--- config.mk ---
export PLATFORM = sky130hd
export DESIGN_NAME = mandelbrot_recirc
export DESIGN_NICKNAME = d
export VERILOG_FILES = /design/src/rtl/mandelbrot_recirc_pkg.sv /design/src/rtl/mandelbrot_recirc_counter.sv /design/src/rtl/mandelbrot_recirc.sv
export SDC_FILE = /design/constraint.sdc
export NUM_CORES = 1
export LEC_CHECK = 0
export CAP_MARGIN = 30
export CORE_AREA = 2 2 159 161
export DETAILED_ROUTE_END_ITERATION = 16
export DIE_AREA = 0 0 161 163
export PLACE_DENSITY = 0.62
export SLEW_MARGIN = 25
export SYNTH_ARGS = -nofsm -noshare
export SYNTH_HDL_FRONTEND = slang
export SYNTH_SLANG_ARGS = --single-unit
--- constraint.sdc ---
create_clock -name i_Clk -period 3.85 [get_ports i_Clk]
set_input_delay 0.385 -clock i_Clk [delete_from_list [all_inputs] [get_ports i_Clk]]
set_output_delay 0.385 -clock i_Clk [all_outputs]
set_load 0.05 [all_outputs]
--- src/rtl/mandelbrot_recirc_pkg.sv ---
// Shared constants for the Mandelbrot recirculation loop: geometry defaults,
// record layout, FSM states and draw-mode codes.
package mandelbrot_recirc_pkg;

  localparam int H_ACTIVE_DEF    = 800;
  localparam int V_ACTIVE_DEF    = 480;
  localparam int PIXEL_COUNT_DEF = H_ACTIVE_DEF * V_ACTIVE_DEF;

  localparam int REC_W    = 104;
  localparam int ADDR_W   = 19;
  localparam int PX_W     = 8;
  localparam int PASS_W   = 16;

  // Record layout: {PxVal, X, Y, Iter}
  localparam int PX_MSB   = 103;
  localparam int PX_LSB   = 96;
  localparam int X_MSB    = 95;
  localparam int X_LSB    = 64;
  localparam int Y_MSB    = 63;
  localparam int Y_LSB    = 32;
  localparam int ITER_MSB = 31;
  localparam int ITER_LSB = 0;

  localparam int CLEAR_CYCLES = 4;

  typedef enum logic [1:0] {
    DRAW_ITER    = 2'd0,
    DRAW_GRAY    = 2'd1,
    DRAW_PALETTE = 2'd2
  } draw_mode_e;

  typedef enum logic [1:0] {
    ST_CLEAR = 2'd0,
    ST_SEED  = 2'd1,
    ST_RUN   = 2'd2
  } state_e;

  function automatic int cntWidth(input int n);
    return (n > 1) ? $clog2(n) : 1;
  endfunction

  function automatic logic [PX_W-1:0] recPxVal(input logic [REC_W-1:0] rec);
    return rec[PX_MSB:PX_LSB];
  endfunction

endpackage

--- src/rtl/mandelbrot_recirc_counter.sv ---
// Raster position tracker: x/y counters plus a linear framebuffer address
// kept in step incrementally so no multiplier is needed.
module pixel_addr_counter
  import mandelbrot_recirc_pkg::*;
#(
  parameter int H_ACTIVE = H_ACTIVE_DEF,
  parameter int V_ACTIVE = V_ACTIVE_DEF,
  localparam int XW = cntWidth(H_ACTIVE),
  localparam int YW = cntWidth(V_ACTIVE)
) (
  input  logic              i_Clk,
  input  logic              i_Rst_n,
  input  logic              i_Advance,
  input  logic              i_Clear,
  output logic [XW-1:0]     o_X,
  output logic [YW-1:0]     o_Y,
  output logic [ADDR_W-1:0] o_Addr,
  output logic              o_Last
);

  logic [XW-1:0]     x_q, x_d;
  logic [YW-1:0]     y_q, y_d;
  logic [ADDR_W-1:0] addr_q, addr_d;
  logic              lastX, lastY;

  assign lastX = (x_q == XW'(H_ACTIVE - 1));
  assign lastY = (y_q == YW'(V_ACTIVE - 1));

  always_comb begin
    x_d    = x_q;
    y_d    = y_q;
    addr_d = addr_q;
    if (i_Clear) begin
      x_d    = '0;
      y_d    = '0;
      addr_d = '0;
    end else if (i_Advance) begin
      addr_d = addr_q + 1'b1;
      if (lastX) begin
        x_d = '0;
        if (lastY) begin
          y_d    = '0;
          addr_d = '0;
        end else begin
          y_d = y_q + 1'b1;
        end
      end else begin
        x_d = x_q + 1'b1;
      end
    end
  end

  always_ff @(posedge i_Clk or negedge i_Rst_n) begin
    if (!i_Rst_n) begin
      x_q    <= '0;
      y_q    <= '0;
      addr_q <= '0;
    end else begin
      x_q    <= x_d;
      y_q    <= y_d;
      addr_q <= addr_d;
    end
  end

  assign o_X    = x_q;
  assign o_Y    = y_q;
  assign o_Addr = addr_q;
  assign o_Last = lastX & lastY;

endmodule

--- src/rtl/mandelbrot_recirc.sv ---
// Recirculation controller: clears the FIFOs, seeds one zero record per pixel,
// then loops results back into the math stage while writing pixels out.
module mandelbrot_recirc
  import mandelbrot_recirc_pkg::*;
#(
  parameter int H_ACTIVE = H_ACTIVE_DEF,
  parameter int V_ACTIVE = V_ACTIVE_DEF
) (
  input  logic              i_Clk,
  input  logic              i_Rst_n,
  input  logic [REC_W-1:0]  i_Result_Data,
  input  logic              i_Result_Empty,
  output logic              o_Result_Rdack,
  input  logic              i_Feed_Full,
  output logic              o_Feed_Wrreq,
  output logic [REC_W-1:0]  o_Feed_Data,
  output logic              o_Fifo_Aclr,
  output logic              o_Fb_We,
  output logic [ADDR_W-1:0] o_Fb_Addr,
  output logic [PX_W-1:0]   o_Fb_Data,
  output logic              o_Pass_Done,
  output logic [PASS_W-1:0] o_Pass_Count
);

  localparam int PIXEL_COUNT = H_ACTIVE * V_ACTIVE;
  localparam int XW          = cntWidth(H_ACTIVE);
  localparam int YW          = cntWidth(V_ACTIVE);
  localparam int CLR_W       = cntWidth(CLEAR_CYCLES);

  state_e              state_q, state_d;
  logic [CLR_W-1:0]    clearCnt_q;
  logic [ADDR_W-1:0]   seedCnt_q;
  logic                fbWe_q;
  logic [ADDR_W-1:0]   fbAddr_q;
  logic [PX_W-1:0]     fbData_q;
  logic                passDone_q;
  logic [PASS_W-1:0]   passCount_q;

  logic                fifoAclr, feedWrreq, resultRdack;
  logic [REC_W-1:0]    feedData;
  logic                pixAdvance, pixClear;
  logic                clearDone, seedLast;

  logic [XW-1:0]       pixX;
  logic [YW-1:0]       pixY;
  logic [ADDR_W-1:0]   pixAddr;
  logic                pixLast;
  logic                unusedPixXY;

  pixel_addr_counter #(
    .H_ACTIVE (H_ACTIVE),
    .V_ACTIVE (V_ACTIVE)
  ) u_pixel_addr_counter (
    .i_Clk     (i_Clk),
    .i_Rst_n   (i_Rst_n),
    .i_Advance (pixAdvance),
    .i_Clear   (pixClear),
    .o_X       (pixX),
    .o_Y       (pixY),
    .o_Addr    (pixAddr),
    .o_Last    (pixLast)
  );

  assign unusedPixXY = ^{pixX, pixY};

  assign clearDone = (clearCnt_q == CLR_W'(CLEAR_CYCLES - 1));
  assign seedLast  = (seedCnt_q == ADDR_W'(PIXEL_COUNT - 1));

  always_ff @(posedge i_Clk or negedge i_Rst_n) begin
    if (!i_Rst_n) begin
      state_q <= ST_CLEAR;
    end else begin
      state_q <= state_d;
    end
  end

  always_comb begin
    state_d = state_q;
    case (state_q)
      ST_CLEAR: if (clearDone) state_d = ST_SEED;
      ST_SEED:  if (feedWrreq && seedLast) state_d = ST_RUN;
      ST_RUN:   state_d = ST_RUN;
      default:  state_d = ST_CLEAR;
    endcase
  end

  always_comb begin
    fifoAclr    = 1'b0;
    feedWrreq   = 1'b0;
    resultRdack = 1'b0;
    feedData    = '0;
    pixAdvance  = 1'b0;
    pixClear    = 1'b0;
    case (state_q)
      ST_CLEAR: begin
        fifoAclr = 1'b1;
        pixClear = 1'b1;
      end
      ST_SEED: begin
        feedWrreq  = ~i_Feed_Full;
        pixAdvance = ~i_Feed_Full;
      end
      ST_RUN: begin
        resultRdack = ~i_Result_Empty & ~i_Feed_Full;
        feedWrreq   = ~i_Result_Empty & ~i_Feed_Full;
        feedData    = i_Result_Data;
        pixAdvance  = ~i_Result_Empty & ~i_Feed_Full;
      end
      default: fifoAclr = 1'b1;
    endcase
  end

  // Seed count only moves on accepted pushes so a full feed FIFO never drops or repeats one
  always_ff @(posedge i_Clk or negedge i_Rst_n) begin
    if (!i_Rst_n) begin
      clearCnt_q <= '0;
      seedCnt_q  <= '0;
    end else begin
      clearCnt_q <= (state_q == ST_CLEAR) ? clearCnt_q + 1'b1 : '0;
      if (state_q == ST_CLEAR) begin
        seedCnt_q <= '0;
      end else if (state_q == ST_SEED && feedWrreq) begin
        seedCnt_q <= seedCnt_q + 1'b1;
      end
    end
  end

  always_ff @(posedge i_Clk or negedge i_Rst_n) begin
    if (!i_Rst_n) begin
      fbWe_q      <= 1'b0;
      fbAddr_q    <= '0;
      fbData_q    <= '0;
      passDone_q  <= 1'b0;
      passCount_q <= '0;
    end else begin
      fbWe_q     <= resultRdack;
      passDone_q <= resultRdack & pixLast;
      if (resultRdack) begin
        fbAddr_q <= pixAddr;
        fbData_q <= recPxVal(i_Result_Data);
        if (pixLast) begin
          passCount_q <= passCount_q + 1'b1;
        end
      end
    end
  end

  assign o_Fifo_Aclr    = fifoAclr;
  assign o_Feed_Wrreq   = feedWrreq;
  assign o_Feed_Data    = feedData;
  assign o_Result_Rdack = resultRdack;
  assign o_Fb_We        = fbWe_q;
  assign o_Fb_Addr      = fbAddr_q;
  assign o_Fb_Data      = fbData_q;
  assign o_Pass_Done    = passDone_q;
  assign o_Pass_Count   = passCount_q;

endmodule

==> impl_metrics.csv, run 1 <==
group,metric,value,unit
setup_path,setup.worst_path.start_class,"register",
final_layout,finalNetCount,986,
logic_synthesis,synth_async_sr_flop_share,100,%
timing,timing_hold_violations_final,0,
floorplanning,floorplan.initialDensity,24.5,%
global_route,first_pass_grt_wire_length,36400,um
final_layout,multi_input_area,3190,sq um
global_route,globalRoute.totalOverflow,0,
setup_path,setup.worst_path.end_class,"output port",
clocking,cts.reportedPaths.clkPinSlew,0.07,ns
setup_path,critical_path.max_fanout,7,
place,hpwl,19300,um
drt,vias_per_cell,4.84,
timing,slew_headroom,37.1,%
logic_synthesis,ys_top_cells_by_area,"sky130_fd_sc_hd__dfrtp_1 (44%), sky130_fd_sc_hd__and2_1 (12%), sky130_fd_sc_hd__mux2_2 (5.8%)",
power,p_leak,3.79,nW
logic_synthesis,synth_seq_area_share,43.8,%
clocking,cts_num_sinks,106,
timing,final-max-slew-violation-count,0,
global_route,via_count_of_the_first_global_routing_pass,5612,
place,buffer_ports.inserted,259,
drt,dr.pass1.iters,5,
setup_path,critPathKind,"reg2out",
clocking,clock_tree_from_tritoncts,"yes",
power,ir_drop,0.249,mV
final_layout,layout.filler_cells,2445,
timing,setup_tns,0,ns
final_layout,register_area,2650,sq um
logic_synthesis,postSynthRegisterBits,106,
timing,worst_hold_slack,0.112,ns
timing,max_freq,318,MHz
drt,initialDrtViolationCount,317,
status,run_status,"finished clean",
clocking,cts_hold_buffers,0,
clocking,worstSkewPairLatency,0.35,ns
power,p_per_area,336,nW/um^2
drt,wirelength,24800,um
setup_path,cp.required,3.46,ns
logic_synthesis,synthCells,628,
timing,worstMarginPinSlew,0.943,ns
logic_synthesis,synthesis.nets,745,
timing,timing.clock.skew,0.00718,ns
logic_synthesis,synth_most_common_cell,"sky130_fd_sc_hd__and2_1",
logic_synthesis,area_fraction_of_the_dominant_cell_type_after_synthesis,43.8,%
clocking,cts.repair_timing.setup_buffer_count,0,
floorplanning,die_area,26200,sq um
drt,post_drt_wl_per_cell,20.6,um
clocking,cts-buffers-inserted,9,
job,max-cap-violations,0,
floorplanning,num_io_pins,260,
logic_synthesis,netlist.top_cell.by_area,"sky130_fd_sc_hd__dfrtp_1",
timing,finalCritPeriodShare,81.7,%
final_layout,antennaDiodeCount,0,
final_layout,utilization,37.6,%
place,gp_congestion,0.823,
logic_synthesis,postSynth.topFlopCell,"sky130_fd_sc_hd__dfrtp_1",
global_route,number_of_antenna_violations_at_the_first_check_in_global_routing,1,
setup_path,critical_path_arrival,2.76,ns
floorplanning,floorplan.rows,58,
global_route,global_route.usage.total,18.6,%
timing,setup_violations,0,
clocking,cts-root-to-sink-buffers,2,
logic_synthesis,synth_edf_count,0,
drt,remaining_drc_errors,0,
clocking,cts_resized,0,
logic_synthesis,synth.distinct_cells,59,
logic_synthesis,post_synth_most_frequent_cells,"sky130_fd_sc_hd__and2_1 (112), sky130_fd_sc_hd__dfrtp_1 (106), sky130_fd_sc_hd__nand2_1 (37), sky130_fd_sc_hd__a21oi_1 (35), sky130_fd_sc_hd__mux2_2 (31)",
floorplanning,die_width,161,um
clocking,cts.htree.levels,3,
min_path,worst_hold_path_type,"in2async",
drt,vias,5831,
logic_synthesis,mappedNetlistArea,6060,sq um
floorplanning,floorplan.die.height,163,um
drt,ant_nets,0,
logic_synthesis,synth_area_per_cell,9.64,sq um
floorplanning,coreArea,24700,sq um
final_layout,syn2layout_area_growth,53.3,%
final_layout,final_layout_size_suffix_gt1_share,8.24,%
logic_synthesis,synth.yosys.warnings,0,
clocking,clk_root_buffer_cell,"sky130_fd_sc_hd__clkbuf_16",
timing,final_period_minus_worst_setup_slack,3.15,ns
global_route,largest_net_degree_at_the_start_of_global_routing,95,
timing,rsz0062_at_grt,"no",
==> per-layer routing <==
metal,wire length (um),vias to the layer above,share of wire (%),track usage [%]
li1,-,2742,-,-
met1,10100,2831,41,22.2
met2,12100,237,49,32.3
met3,2190,19,8.8,6.37
met4,445,2,1.8,4.50
met5,13,-,0.052,0
==> cell families (layout without fill, tap and decap cells) <==
logic type / after synthesis / in the layout / share of synthesized area (%)
AND/OR/NAND/NOR: 304 / 304 / 30.4
flip-flops: 106 / 106 / 43.8
AO/OA/AOI/OAI: 97 / 97 / 10.2
buffers and inverters: 52 / 298 / 3.70
multiplexers: 34 / 34 / 6.26
XOR/XNOR: 26 / 26 / 3.76
adder cells (fa/ha/maj): 9 / 9 / 1.86
==> per-stage QoR <==
stage,area [sq um],setup WS (ns),total power (W),cells
after detailed placement,8990,0.886,0.00221,1188
after global placement,8990,0.951,0.00220,1187
final,9290,0.703,0.00312,1204
after floorplan,6060,1.74,0.00178,628
after CTS,9290,0.700,0.00316,1204
after global routing,9290,0.539,0.00325,1204
==> sequential cells by signal, indices dropped and copies added, names as in the netlist <==
register	cells
u_pixel_addr_counter.o_Y	9
o_Fb_Addr	19
state_q	2
o_Pass_Done	1
o_Fb_We	1
seedCnt_q	19
clearCnt_q	2
u_pixel_addr_counter.o_Addr	19
o_Pass_Count	16
u_pixel_addr_counter.o_X	10
o_Fb_Data	8
==> critical path: stages (launching register included) <==
cell                              delay (ns)
sky130_fd_sc_hd__dfrtp_1                0.40
sky130_fd_sc_hd__inv_1                  0.08
sky130_fd_sc_hd__ha_1                   0.42
sky130_fd_sc_hd__and2b_1                0.25
sky130_fd_sc_hd__o21ai_1                0.20
sky130_fd_sc_hd__inv_1                  0.20
sky130_fd_sc_hd__clkdlybuf4s50_1        0.86
==> worst paths after layout <==
path                       depth (start not counted)                                          end               startpoint  slack, ns
min in group i_Clk                                 1                      clearCnt_q[0]$_DFF_PN0_  clearCnt_q[0]$_DFF_PN0_       0.43
max                                                6                                 o_Feed_Wrreq   state_q[0]$_DFFE_PN0P_       0.70
min                                                1                     seedCnt_q[7]$_DFFE_PN0P_                  i_Rst_n       0.11
max reg2reg                                        6  u_pixel_addr_counter.o_Addr[11]$_DFFE_PN0P_   state_q[0]$_DFFE_PN0P_       1.02
min reg2reg                                        1                      clearCnt_q[0]$_DFF_PN0_  clearCnt_q[0]$_DFF_PN0_       0.43
max in group asynchronous                          2                     o_Fb_Data[7]$_DFFE_PN0P_                  i_Rst_n       3.02
==> final cells by class <==
type / instances / share of cell area [%]
multi-input cells: 470 / 34.3
clock buffers: 10 / 2.47
flip-flops and latches: 106 / 28.6
clock inverters: 6 / 0.701
well taps: 330 / 4.45
repair buffers: 267 / 28.9
inverters: 15 / 0.606
==> cells in the final DEF (no fill, tap or decap), types with 4 or more instances in the layout <==
| master | count |
|---|---|
| sky130_fd_sc_hd__nor3_1 | 5 |
| sky130_fd_sc_hd__and2_1 | 112 |
| sky130_fd_sc_hd__clkdlybuf4s50_1 | 257 |
| sky130_fd_sc_hd__o31ai_1 | 15 |
| sky130_fd_sc_hd__nand3_1 | 22 |
| sky130_fd_sc_hd__nor4_1 | 14 |
| sky130_fd_sc_hd__o21ai_0 | 14 |
| sky130_fd_sc_hd__or4_1 | 17 |
| sky130_fd_sc_hd__nand2_1 | 37 |
| sky130_fd_sc_hd__and3_1 | 13 |
| sky130_fd_sc_hd__a21oi_1 | 35 |
| sky130_fd_sc_hd__nand4_1 | 18 |
| sky130_fd_sc_hd__buf_4 | 6 |
| sky130_fd_sc_hd__xor2_1 | 21 |
| sky130_fd_sc_hd__or3_1 | 13 |
| sky130_fd_sc_hd__a31oi_1 | 4 |
| sky130_fd_sc_hd__or2_2 | 4 |
| sky130_fd_sc_hd__nor2_1 | 21 |
| sky130_fd_sc_hd__ha_1 | 8 |
| sky130_fd_sc_hd__mux2_2 | 31 |
| sky130_fd_sc_hd__dfrtp_1 | 106 |
| sky130_fd_sc_hd__xnor2_1 | 5 |
| sky130_fd_sc_hd__clkbuf_16 | 9 |
| sky130_fd_sc_hd__o22ai_1 | 4 |
| sky130_fd_sc_hd__o211ai_1 | 4 |
| sky130_fd_sc_hd__and4_1 | 6 |
| sky130_fd_sc_hd__inv_1 | 15 |
==> where the power goes <==
group	total (W)	internal (W)	leakage, nW	switching, W
sequential	0.00127	0.00119	1.39	0.0000831
combinational	0.000907	0.000354	2.26	0.000553
clock	0.000940	0.000507	0.143	0.000433
total	0.00312	0.00205	3.79	0.00107
(Power assumes the default switching activity.)
==> run 2, diff against run 1 <==
- clock period: 3.85 -> 3.15 ns (I/O delays scaled with it)
==> run 2 against run 1 <==
Via count shrank 1.1%. Largest cell class unchanged. Critical path depth shrank 1. Core utilization grew 0.086 points. The run now ends with negative hold slack left. Power grew 24%. Highest routed layer is now met4. Non-clock buffer count grew 1. Clock power grew 28%. Largest power group unchanged. Worst setup slack lost 0.39 ns.
==> impl_metrics.csv, run 2 (same netlist as run 1, synthesis figures left out) <==
group,metric,value,unit
global_route,global_route.usage.total,18.5,%
timing,final_critical_path_setup_slack,0.315,ns
timing,slew_headroom,40.2,%
global_route,globalRoute.totalOverflow,0,
drt,wirelength,24600,um
setup_path,critical_path_arrival,2.52,ns
clocking,cts.reportedPaths.clkPinSlew,0.07,ns
power,power.share.switching,34.4,%
floorplanning,num_io_pins,260,
drt,post_drt_wl_per_cell,20.4,um
clocking,cts-buffers-inserted,9,
status,run_status,"complete, but fails checks",
timing,timing_hold_violations_final,6,
timing,final-max-slew-violation-count,0,
timing,timing.clock.skew,0.00846,ns
timing,final_period_minus_worst_setup_slack,2.83,ns
drt,vias,5765,
drt,dr.pass1.iters,6,
setup_path,path_depth_of_the_worst_reg2reg_path,6,
final_layout,multi_input_area,3200,sq um
power,ir_drop,0.259,mV
drt,vias_per_cell,4.78,
power,p_per_area,415,nW/um^2
job,max-cap-violations,0,
drt,ant_nets,0,
clocking,clock_tree_from_tritoncts,"yes",
final_layout,layout.filler_cells,2473,
final_layout,layout_common_cells,"sky130_fd_sc_hd__clkdlybuf4s50_1 (245), sky130_fd_sc_hd__and2_1 (112), sky130_fd_sc_hd__dfrtp_1 (106)",
power,switching_power,0.00133,W
clocking,cts_resized,0,
place,place_inst,1189,
drt,initialDrtViolationCount,418,
global_route,first_pass_grt_wire_length,36300,um
power,power.sequential.fraction,40.2,%
status,violations_in_the_final_reports,"negative hold slack",
setup_path,cp.required,2.83,ns
floorplanning,die_width,161,um
final_layout,final_layout_size_suffix_gt1_share,9.94,%
timing,worst_hold_slack,-0.0121,ns
setup_path,critical_path.max_fanout,104,
clocking,cts.repair_timing.setup_buffer_count,0,
clocking,cts.htree.levels,3,
place,hpwl,19300,um
timing,setup_violations,0,
floorplanning,floorplan.initialDensity,24.5,%
power,internal_power,0.00253,W
global_route,number_of_antenna_violations_at_the_first_check_in_global_routing,1,
clocking,cts_hold_buffers,0,
place,buffer_ports.inserted,259,
final_layout,finish.cell_count_without_fillers,1206,
clocking,cts_num_sinks,106,
timing,finalCritPeriodShare,90.0,%
power,p_clk_share,31.1,%
global_route,largest_net_degree_at_the_start_of_global_routing,105,
clocking,worstSkewPairLatency,0.36,ns
final_layout,finalNetCount,987,
floorplanning,floorplan.rows,58,
timing,max_freq,353,MHz
floorplanning,floorplan.die.height,163,um
timing,rsz0062_at_grt,"no",
power,p_leak,3.82,nW
final_layout,final_common_cell,"sky130_fd_sc_hd__clkdlybuf4s50_1",
setup_path,crit-reg2reg-launch,"state_q[0]$_DFFE_PN0P_",
setup_path,setup.worst_path.start_class,"register",
place,gp_congestion,0.839,
global_route,via_count_of_the_first_global_routing_pass,5675,
floorplanning,coreArea,24700,sq um
timing,setup_tns,0,ns
floorplanning,die_area,26200,sq um
setup_path,critPathKind,"reg2out",
setup_path,setup.worst_path.end_class,"output port",
place,placement.setup.worst_slack,0.580,ns
power,combinationalPowerShare,28.7,%
power,fin_total_pwr,0.00386,W
final_layout,syn2layout_area_growth,53.7,%
setup_path,r2r_slack,0.57,ns
setup_path,regToRegEndpoint,"u_pixel_addr_counter.o_Addr[11]$_DFFE_PN0P_",
clocking,clk_root_buffer_cell,"sky130_fd_sc_hd__clkbuf_16",
timing,worstMarginPinSlew,0.897,ns
min_path,worst_hold_path_type,"in2async",
drt,remaining_drc_errors,0,
final_layout,register_area,2650,sq um
clocking,cts-root-to-sink-buffers,2,
-- run 2: stage by stage --
| step | instance area, sq um | hold WS (ns) | util, % |
|---|---|---|---|
| global placement | 8990 | 0.410 | 36.4 |
| floorplan | 6060 | 0.0194 | - |
| global route | 9310 | 0.0438 | 37.7 |
| CTS | 9300 | 0.0277 | 37.7 |
| detailed placement | 8990 | 0.408 | 36.4 |
| finish | 9310 | -0.0121 | 37.7 |
-- run 2: worst max path at each step --
stage,slack (ns),endpoint,start
global route,0.21,o_Feed_Data[22],state_q[0]$_DFFE_PN0P_
floorplan,1.04,state_q[0]$_DFFE_PN0P_,state_q[0]$_DFFE_PN0P_
finish,0.32,o_Feed_Data[55],state_q[0]$_DFFE_PN0P_
global placement,0.63,u_pixel_addr_counter.o_Addr[12]$_DFFE_PN0P_,i_Feed_Full
detailed placement,0.58,u_pixel_addr_counter.o_Addr[12]$_DFFE_PN0P_,i_Feed_Full
CTS,0.29,o_Feed_Data[22],state_q[0]$_DFFE_PN0P_
-- run 2: area by class of cell --
type,count,share of cell area [%]
diodes,1,0.0269
clock buffers,10,2.57
clock inverters,6,0.806
inverters,15,0.605
multi-input cells,470,34.3
flip-flops and latches,106,28.5
well taps,330,4.44
repair buffers,268,28.7
-- run 2: critical path, cell delays in order, from the launching register on --
cell	delay (ns)
sky130_fd_sc_hd__dfrtp_1	0.41
sky130_fd_sc_hd__inv_1	0.09
sky130_fd_sc_hd__ha_2	0.24
sky130_fd_sc_hd__buf_12	0.29
sky130_fd_sc_hd__and2_1	0.23
sky130_fd_sc_hd__clkdlybuf4s50_1	0.82
-- run 2: power groups by stage --
stage | clock network (W) | logic [W] | registers, W
after floorplan | 0 | 0.000463 | 0.00171
after global placement | 0 | 0.00111 | 0.00158
after detailed placement | 0 | 0.00111 | 0.00158
after CTS | 0.00124 | 0.00112 | 0.00155
after global routing | 0.00129 | 0.00116 | 0.00158
final | 0.00120 | 0.00111 | 0.00155
-- run 2: routing by layer --
| layer | track usage, % | part of all wire, % | up-vias |
|---|---|---|---|
| met5 | 0 | 0 | - |
| met4 | 5.36 | 2.4 | 0 |
| met3 | 5.68 | 8.3 | 22 |
| met2 | 31.0 | 47 | 211 |
| met1 | 23.2 | 42 | 2785 |
| li1 | - | - | 2747 |
